===== config.mk =====
export PLATFORM = sky130hd
export DESIGN_NAME = keypad_scanner
export DESIGN_NICKNAME = d
export VERILOG_FILES = /design/src/rtl/keypad_pkg.sv /design/src/rtl/scan_tick.sv /design/src/rtl/keypad_scanner.sv
export SDC_FILE = /design/constraint.sdc
export NUM_CORES = 1
export LEC_CHECK = 0
export CORE_MARGIN = 5
export CORE_UTILIZATION = 24
export CTS_CLUSTER_DIAMETER = 120
export CTS_CLUSTER_SIZE = 40
export DETAILED_ROUTE_END_ITERATION = 6
export GPL_TIMING_DRIVEN = 0
export PLACE_DENSITY = 0.45
export SYNTH_ARGS = -nofsm -noshare
export SYNTH_HDL_FRONTEND = slang
export SYNTH_SLANG_ARGS = --single-unit

===== constraint.sdc =====
create_clock -name gclk -period 6.1 [get_ports gclk]
set_input_delay 1.22 -clock gclk [delete_from_list [all_inputs] [get_ports gclk]]
set_output_delay 1.22 -clock gclk [all_outputs]
set_load 0.05 [all_outputs]

===== src/rtl/keypad_pkg.sv =====
// rtl/keypad_pkg.sv - shared states, key codes and keypad geometry for the keypad scanner
package keypad_pkg;

   localparam int NUM_ROWS = 4;
   localparam int NUM_COLS = 3;

   localparam logic [3:0] KEY_STAR = 4'd10;
   localparam logic [3:0] KEY_HASH = 4'd11;

   typedef enum logic [1:0] {
      ST_SCAN,
      ST_DEBOUNCE,
      ST_PRESSED,
      ST_RELEASE
   } scan_state_t;

   // Rows 0..2 form the 1..9 block; row 3 is '*', '0', '#'.
   function automatic logic [3:0] key_map(input logic [1:0] row, input logic [1:0] col);
      logic [3:0] code;
      code = 4'd0;
      if (row != 2'd3) begin
         code = 4'(row) * 4'd3 + 4'(col) + 4'd1;
      end else begin
         case (col)
            2'd0:    code = KEY_STAR;
            2'd1:    code = 4'd0;
            default: code = KEY_HASH;
         endcase
      end
      return code;
   endfunction

   function automatic logic [3:0] row_onehot(input logic [1:0] idx);
      return 4'b0001 << idx;
   endfunction

   function automatic logic [1:0] lowest_col(input logic [NUM_COLS-1:0] cols);
      logic [1:0] idx;
      idx = 2'd2;
      if (cols[1]) idx = 2'd1;
      if (cols[0]) idx = 2'd0;
      return idx;
   endfunction

endpackage


===== src/rtl/scan_tick.sv =====
// rtl/scan_tick.sv - prescaler producing one-cycle scan ticks every SCAN_DIV gclk cycles
module scan_tick #(
   parameter int SCAN_DIV = 4000
) (
   input  logic gclk,
   input  logic rst,
   output logic tick
);

   localparam logic [15:0] LAST = 16'(SCAN_DIV - 1);

   logic [15:0] count;

   always_ff @(posedge gclk or posedge rst) begin
      if (rst) begin
         count <= 16'd0;
      end else if (count == LAST) begin
         count <= 16'd0;
      end else begin
         count <= count + 16'd1;
      end
   end

   assign tick = (count == LAST);

endmodule


===== src/rtl/keypad_scanner.sv =====
// rtl/keypad_scanner.sv - 4x3 matrix keypad scanner with press/release debounce
// Drives one row at a time and reports each debounced key once as a key_valid pulse.
module keypad_scanner
   import keypad_pkg::*;
#(
   parameter int SCAN_DIV       = 4000,
   parameter int DEBOUNCE_TICKS = 20
) (
   input  logic                gclk,
   input  logic                rst,
   input  logic [NUM_COLS-1:0] keypadc,
   output logic [NUM_ROWS-1:0] keypadr,
   output logic [3:0]          key_code,
   output logic                key_valid,
   output logic                key_held
);

   localparam logic [7:0] DEB_LIM = 8'(DEBOUNCE_TICKS);

   logic                tick;
   logic [NUM_COLS-1:0] col_meta;
   logic [NUM_COLS-1:0] col_sync;
   scan_state_t         state;
   logic [1:0]          row_idx;
   logic [1:0]          col_idx;
   logic [7:0]          deb_cnt;
   logic [7:0]          deb_inc;

   scan_tick #(
      .SCAN_DIV (SCAN_DIV)
   ) u_scan_tick (
      .gclk (gclk),
      .rst  (rst),
      .tick (tick)
   );

   always_ff @(posedge gclk or posedge rst) begin
      if (rst) begin
         col_meta <= '0;
         col_sync <= '0;
      end else begin
         col_meta <= keypadc;
         col_sync <= col_meta;
      end
   end

   assign deb_inc = (deb_cnt == 8'hFF) ? deb_cnt : deb_cnt + 8'd1;

   always_ff @(posedge gclk or posedge rst) begin
      if (rst) begin
         state     <= ST_SCAN;
         row_idx   <= 2'd0;
         col_idx   <= 2'd0;
         deb_cnt   <= 8'd0;
         keypadr   <= 4'b0001;
         key_code  <= 4'd0;
         key_valid <= 1'b0;
         key_held  <= 1'b0;
      end else begin
         key_valid <= 1'b0;
         case (state)
            ST_SCAN: begin
               if (tick) begin
                  if (col_sync == '0) begin
                     row_idx <= row_idx + 2'd1;
                     keypadr <= row_onehot(row_idx + 2'd1);
                  end else begin
                     col_idx <= lowest_col(col_sync);
                     deb_cnt <= 8'd0;
                     state   <= ST_DEBOUNCE;
                  end
               end
            end
            ST_DEBOUNCE: begin
               if (tick) begin
                  if (col_sync[col_idx]) begin
                     deb_cnt <= deb_inc;
                     if (deb_inc == DEB_LIM) begin
                        state     <= ST_PRESSED;
                        key_code  <= key_map(row_idx, col_idx);
                        key_valid <= 1'b1;
                        key_held  <= 1'b1;
                     end
                  end else begin
                     state   <= ST_SCAN;
                     row_idx <= row_idx + 2'd1;
                     keypadr <= row_onehot(row_idx + 2'd1);
                  end
               end
            end
            ST_PRESSED: begin
               deb_cnt <= 8'd0;
               state   <= ST_RELEASE;
            end
            ST_RELEASE: begin
               // The pressed row stays driven so release is judged on the same key.
               if (tick) begin
                  if (col_sync == '0) begin
                     deb_cnt <= deb_inc;
                     if (deb_inc == DEB_LIM) begin
                        state    <= ST_SCAN;
                        key_held <= 1'b0;
                        row_idx  <= row_idx + 2'd1;
                        keypadr  <= row_onehot(row_idx + 2'd1);
                     end
                  end else begin
                     deb_cnt <= 8'd0;
                  end
               end
            end
            default: state <= ST_SCAN;
         endcase
      end
   end

endmodule

After elaboration in Yosys (flattened, before gate mapping)
Index checks and enable logic that the tools add are counted.
{"block": "totals", "ff_bits": 46, "out_inout_bits": 10}
{"block": "classes", "n_addsub": 5, "mul": 1, "order_cmp": 1, "eq_ne": 19, "n_shift": 1, "n_mux": 51, "n_bitwise": 1, "reduce_logical": 11}
{"cell": "$mux W8", "count": 7}
{"cell": "$mux W2", "count": 17}
{"cell": "$mux W4", "count": 8}
{"cell": "$pmux W8 S4", "count": 1}
{"cell": "$ne A2 B2 Y1 const B", "count": 11}
{"cell": "$add A16 B1 Y16 const B", "count": 1}
{"cell": "$eq A16 B12 Y1 const B", "count": 1}
{"cell": "$mux W16", "count": 1}
{"cell": "$reduce_and A7 Y1", "count": 2}
{"cell": "$pmux W4 S3", "count": 1}
{"cell": "$mux W1", "count": 11}
{"cell": "$add A8 B1 Y8 const B", "count": 1}
{"cell": "$eq A8 B5 Y1 const B", "count": 1}
{"cell": "$eq A8 B8 Y1 const B", "count": 1}
{"cell": "$pmux W2 S4", "count": 1}
{"cell": "$pmux W4 S2", "count": 1}
{"cell": "$reduce_and A8 Y1", "count": 1}
{"cell": "$pmux W2 S3", "count": 1}
{"cell": "$reduce_and A5 Y1", "count": 1}
{"cell": "$add A4 B1 Y4 const B", "count": 1}
{"cell": "$add A4 B2 Y4", "count": 1}
{"cell": "$eq A2 B1 Y1 const B", "count": 2}
{"cell": "$eq A2 B2 Y1 const B", "count": 2}
{"cell": "$logic_not A2 Y1", "count": 2}
{"cell": "13 further kinds", "count": 13}

Depth between registers and ports, before layout
{"block": "logic_depth", "word_depth": 7, "ltp_mapped": 7}

Cells and area by module
From an unflattened synthesis, not the netlist that was laid out.
{"block": "hier_totals", "hier_cells": 235, "hier_area_um2": 2468.6}
{"module": "keypad_scanner", "instances": 1, "cells_each": 161, "area_per_inst_um2": 1710.4, "seq_area_each_um2": 752.0}
{"module": "scan_tick", "instances": 1, "cells_each": 74, "area_per_inst_um2": 758.2, "seq_area_each_um2": 400.4}

Worst setup path after synthesis
OpenSTA, ideal clock, no wires.
{"block": "synth_path", "kind": "register to register", "from": "register u_scan_tick.count[6]", "to": "register key_code[0]", "setup_ns": 0.125, "arrival_ns": 2.193, "path_slack_ns": 3.782, "stages_incl_launch_ff": 6, "path_buffers": 0, "synth_period_minus_slack_ns": 2.318, "cell_sequence": "dfrtp_1 > or4_4 > nor4_4 > o21ai_2 > nor4_4 > mux2_4"}
{"block": "synth_between", "elab_chain_cells": 2}
{"item": "from (decl)", "line_no": "scan_tick.sv:12", "rtl": "logic [15:0] count;"}
{"item": "from (signal assigned)", "line_no": "scan_tick.sv:20", "rtl": "count <= count + 16'd1;"}
{"item": "$eq A16 B12 Y1", "line_no": "scan_tick.sv:24", "rtl": "assign tick = (count == LAST);"}
{"item": "$reduce_and A4 Y1 (no line)"}
{"item": "to (signal assigned)", "line_no": "keypad_scanner.sv:80", "rtl": "key_code <= key_map(row_idx, col_idx);"}
{"item": "to (decl)", "line_no": "keypad_scanner.sv:13", "rtl": "output logic [3:0] key_code,"}
Every way passes these cells.
A chain may end at the register's enable or synchronous reset.

Final worst setup path
{"block": "layout_path", "from": "register keypadr[0]", "to": "output keypadr[0]"}
{"item": "from (decl)", "line_no": "keypad_scanner.sv:12", "rtl": "output logic [NUM_ROWS-1:0] keypadr,"}
{"item": "from (signal assigned)", "line_no": "keypad_scanner.sv:66", "rtl": "keypadr <= row_onehot(row_idx + 2'd1);"}
{"item": "from (signal assigned)", "line_no": "keypad_scanner.sv:87", "rtl": "keypadr <= row_onehot(row_idx + 2'd1);"}
{"item": "from (signal assigned)", "line_no": "keypad_scanner.sv:104", "rtl": "keypadr <= row_onehot(row_idx + 2'd1);"}
No word-level cell between the ends.

==> metrics <==
Multi-input gate area=approximately 0.0012 mm^2; endpoints failing setup=0; # hold bufs at CTS=0; port bufs=14; top post-synthesis cells by area=dfrtp_1, ha_1, mux2_2; Num CTS Buffers=5; GPL Wtd Cong=about 0.75; Post-synth EDFFs=0; asr flop ratio synth=1.00; # rows=37; R2R Setup Slk=between 3 and 4 ns; setup TNS=0 ns; antenna-violating nets left=0; CP peak stage delay=approximately 0.80 ns; mean post-synth cell area=10.5 um^2; WS Path Type=flip-flop to primary output; FF+latch area=0.00115 mm^2; gr usage total=0.0872; status=finished, final reports clean; Die ar.=0.0124 mm^2; sequential share of the synthesized area=0.466; Hold Path Depth=0; Synth area leader=dfrtp_1; VDD IR max=roughly 0.085 mV; Core Area=0.0102 mm^2; largest net degree at the start of global routing=26; flops & latches, synth=46; Crit path depth=1; worst-path fanout max=2; maxcap violations=0; sw frac=0.235; Max Buffers Root-to-Sink=2; # resized after CTS=0; Final min period=approximately 2.9 ns; gr ovfl total=0; internal cell power=~390 uW; RSZ-0062 raised after global routing=no; most frequent cells after synthesis=dfrtp_1, nor2_1, inv_1; Syn Inst Count=about 240; top cell type's share of synthesized area=0.455; Netlist cell types=50; # IOs=15; layout cell share with drive strength beyond 1=0.116; Comb power frac=0.026; # DRC=0; DR iter-0 viols=62; Worst Path Required=around 5 ns; CP top delay family=buffers and inverters; WL per Instance=12.9 um; clock share of power=0.373; global-route wire length before repair=9100 um; postcts setup bufs=0; slew at the pin with the worst max-slew slack=slightly above 0.9 ns; diode count=0; Crit. End Element=primary output; R2R cell count=7; Slew headroom=0.386; Die Y-Extent=between 100 and 150 um; worst r2r src=u_scan_tick.count[0]$_DFF_PP0_; Worst Setup Slack, final=3.24 ns; via/cell ratio=4.49; Cell Area, Synth=approximately 0.0025 mm^2; worst min-delay path class=flip-flop to flip-flop; HPWL after DPL=~3700 um; Starting Density=0.243; Die X=~110 um; Hold Vio Cnt, Final=0; Highest Clock Rate=roughly 350 MHz; Worst-Skew Late Latency=~0.30 ns; fin crit share=0.468; Fill cells=1110; Nets=~270; Slew Limit Fails=0; Routed WL=5110 um; Leakage=roughly 0.0012 uW; cell breakdown of the critical path=clkdlybuf4s50_1; clock slew at reported path FFs=~0.09 ns; CP startpoint=keypadr[0]$_DFFE_PP1P_; slowest CP cell=clkdlybuf4s50_1; Buf/Inv on CP=1; Reg power frac=0.602; Syn. warnings=0; power density over the cells=between 150 and 200 mW/mm^2; Setup Skew=roughly 0.011 ns; CTS root buf=clkbuf_8; CP startpoint kind=flip-flop; pre-CTS setup slack=3.32 ns; Layout Area Growth over Synthesis=17.0%; vias in the first global route=~1900; CTS tree=done; Mapped Nets=between 200 and 300; H-tree depth=2; via count=around 1800; WP data arrival=between 1.5 and 2 ns; initial antenna violation count=0; most frequent cell after synthesis=dfrtp_1; Top FF cell, synth=dfrtp_1; clock sink count=46; Psw=between 100 and 150 uW; TritonRoute pass-1 iters=4; Worst Hold Launch=col_meta[2]$_DFF_PP0_
[kinds of logic after synthesis]
kind of cell	after synthesis	share of synthesized area
XOR/XNOR	15	0.0531
AND/OR/NAND/NOR	78	0.174
flip-flops	46	0.466
adder cells (fa/ha/maj)	11	0.0617
buffers and inverters	25	0.0385
multiplexers	12	0.0602
AO/OA/AOI/OAI	49	0.146
[cell type report]
class | count | area share
multi-input cells | 165 | 0.423
flip-flops and latches | 46 | 0.398
well taps | 136 | 0.0588
repair buffers | 15 | 0.0554
clock buffers | 5 | 0.0238
inverters | 18 | 0.0234
plain buffers | 7 | 0.00952
clock inverters | 3 | 0.00735
[flip-flops by register name, indices dropped and copies added, names as in the netlist, 2 cells and up, named ones only]
signal	cells
col_idx	2
col_meta	3
col_sync	3
deb_cnt	8
key_code	4
keypadr	4
row_idx	2
u_scan_tick.count	16
[worst paths after layout]
kind,to
min reg2reg,col_sync[2]$_DFF_PP0_
min,col_sync[2]$_DFF_PP0_
max in group asynchronous,keypadr[0]$_DFFE_PP1P_
min in group asynchronous,deb_cnt[5]$_DFFE_PP0P_
max reg2reg,deb_cnt[1]$_DFFE_PP0P_
max,keypadr[0]
[routing by layer]
| layer | GRT usage | part of all wire |
|---|---|---|
| met5 | 0 | 0 |
| met4 | 0.0243 | 0.0094 |
| met3 | 0.0212 | 0.036 |
| met2 | 0.136 | 0.44 |
| met1 | 0.120 | 0.52 |
[power by group through the flow]
stage | clock network (uW) | logic (uW) | registers (uW)
final | 191 | 13.1 | 308
after global routing | 213 | 15.4 | 309
after CTS | 202 | 14.1 | 308
after detailed placement | 0 | 14.0 | 314
after global placement | 0 | 12.3 | 314
after floorplan | 0 | 7.00 | 314
[per-stage QoR]
stage          cells  total power [uW]  hold slack (ns)  cell area, um^2  utilization
6_report         395               512            0.355             2890        0.284
2_1_floorplan    236               321            0.331             2470            -
5_1_grt          395               537            0.366             2890        0.284
3_5_place_dp     387               328            0.338             2800        0.275
4_1_cts          395               525            0.358             2890        0.284
3_3_place_gp     386               327            0.336             2780        0.273
[cells in the final DEF (no fill, tap or decap), types with 5 or more instances in the layout]
| cell type | Yosys | layout |
|---|---|---|
| dfrtp_1 | 45 | 45 |
| nor2_1 | 21 | 21 |
| inv_1 | 18 | 17 |
| nand2_1 | 15 | 15 |
| clkdlybuf4s50_1 | 0 | 14 |
| a21oi_1 | 12 | 12 |
| nand3_1 | 9 | 9 |
| xor2_1 | 9 | 9 |
| ha_1 | 9 | 9 |
| o21ai_0 | 7 | 7 |
| mux2_2 | 7 | 7 |
| clkbuf_1 | 6 | 6 |
| nand4_1 | 6 | 6 |
| xnor2_1 | 6 | 6 |
| or3_1 | 5 | 5 |
| clkbuf_8 | 0 | 5 |
(Power assumes the default switching activity.)
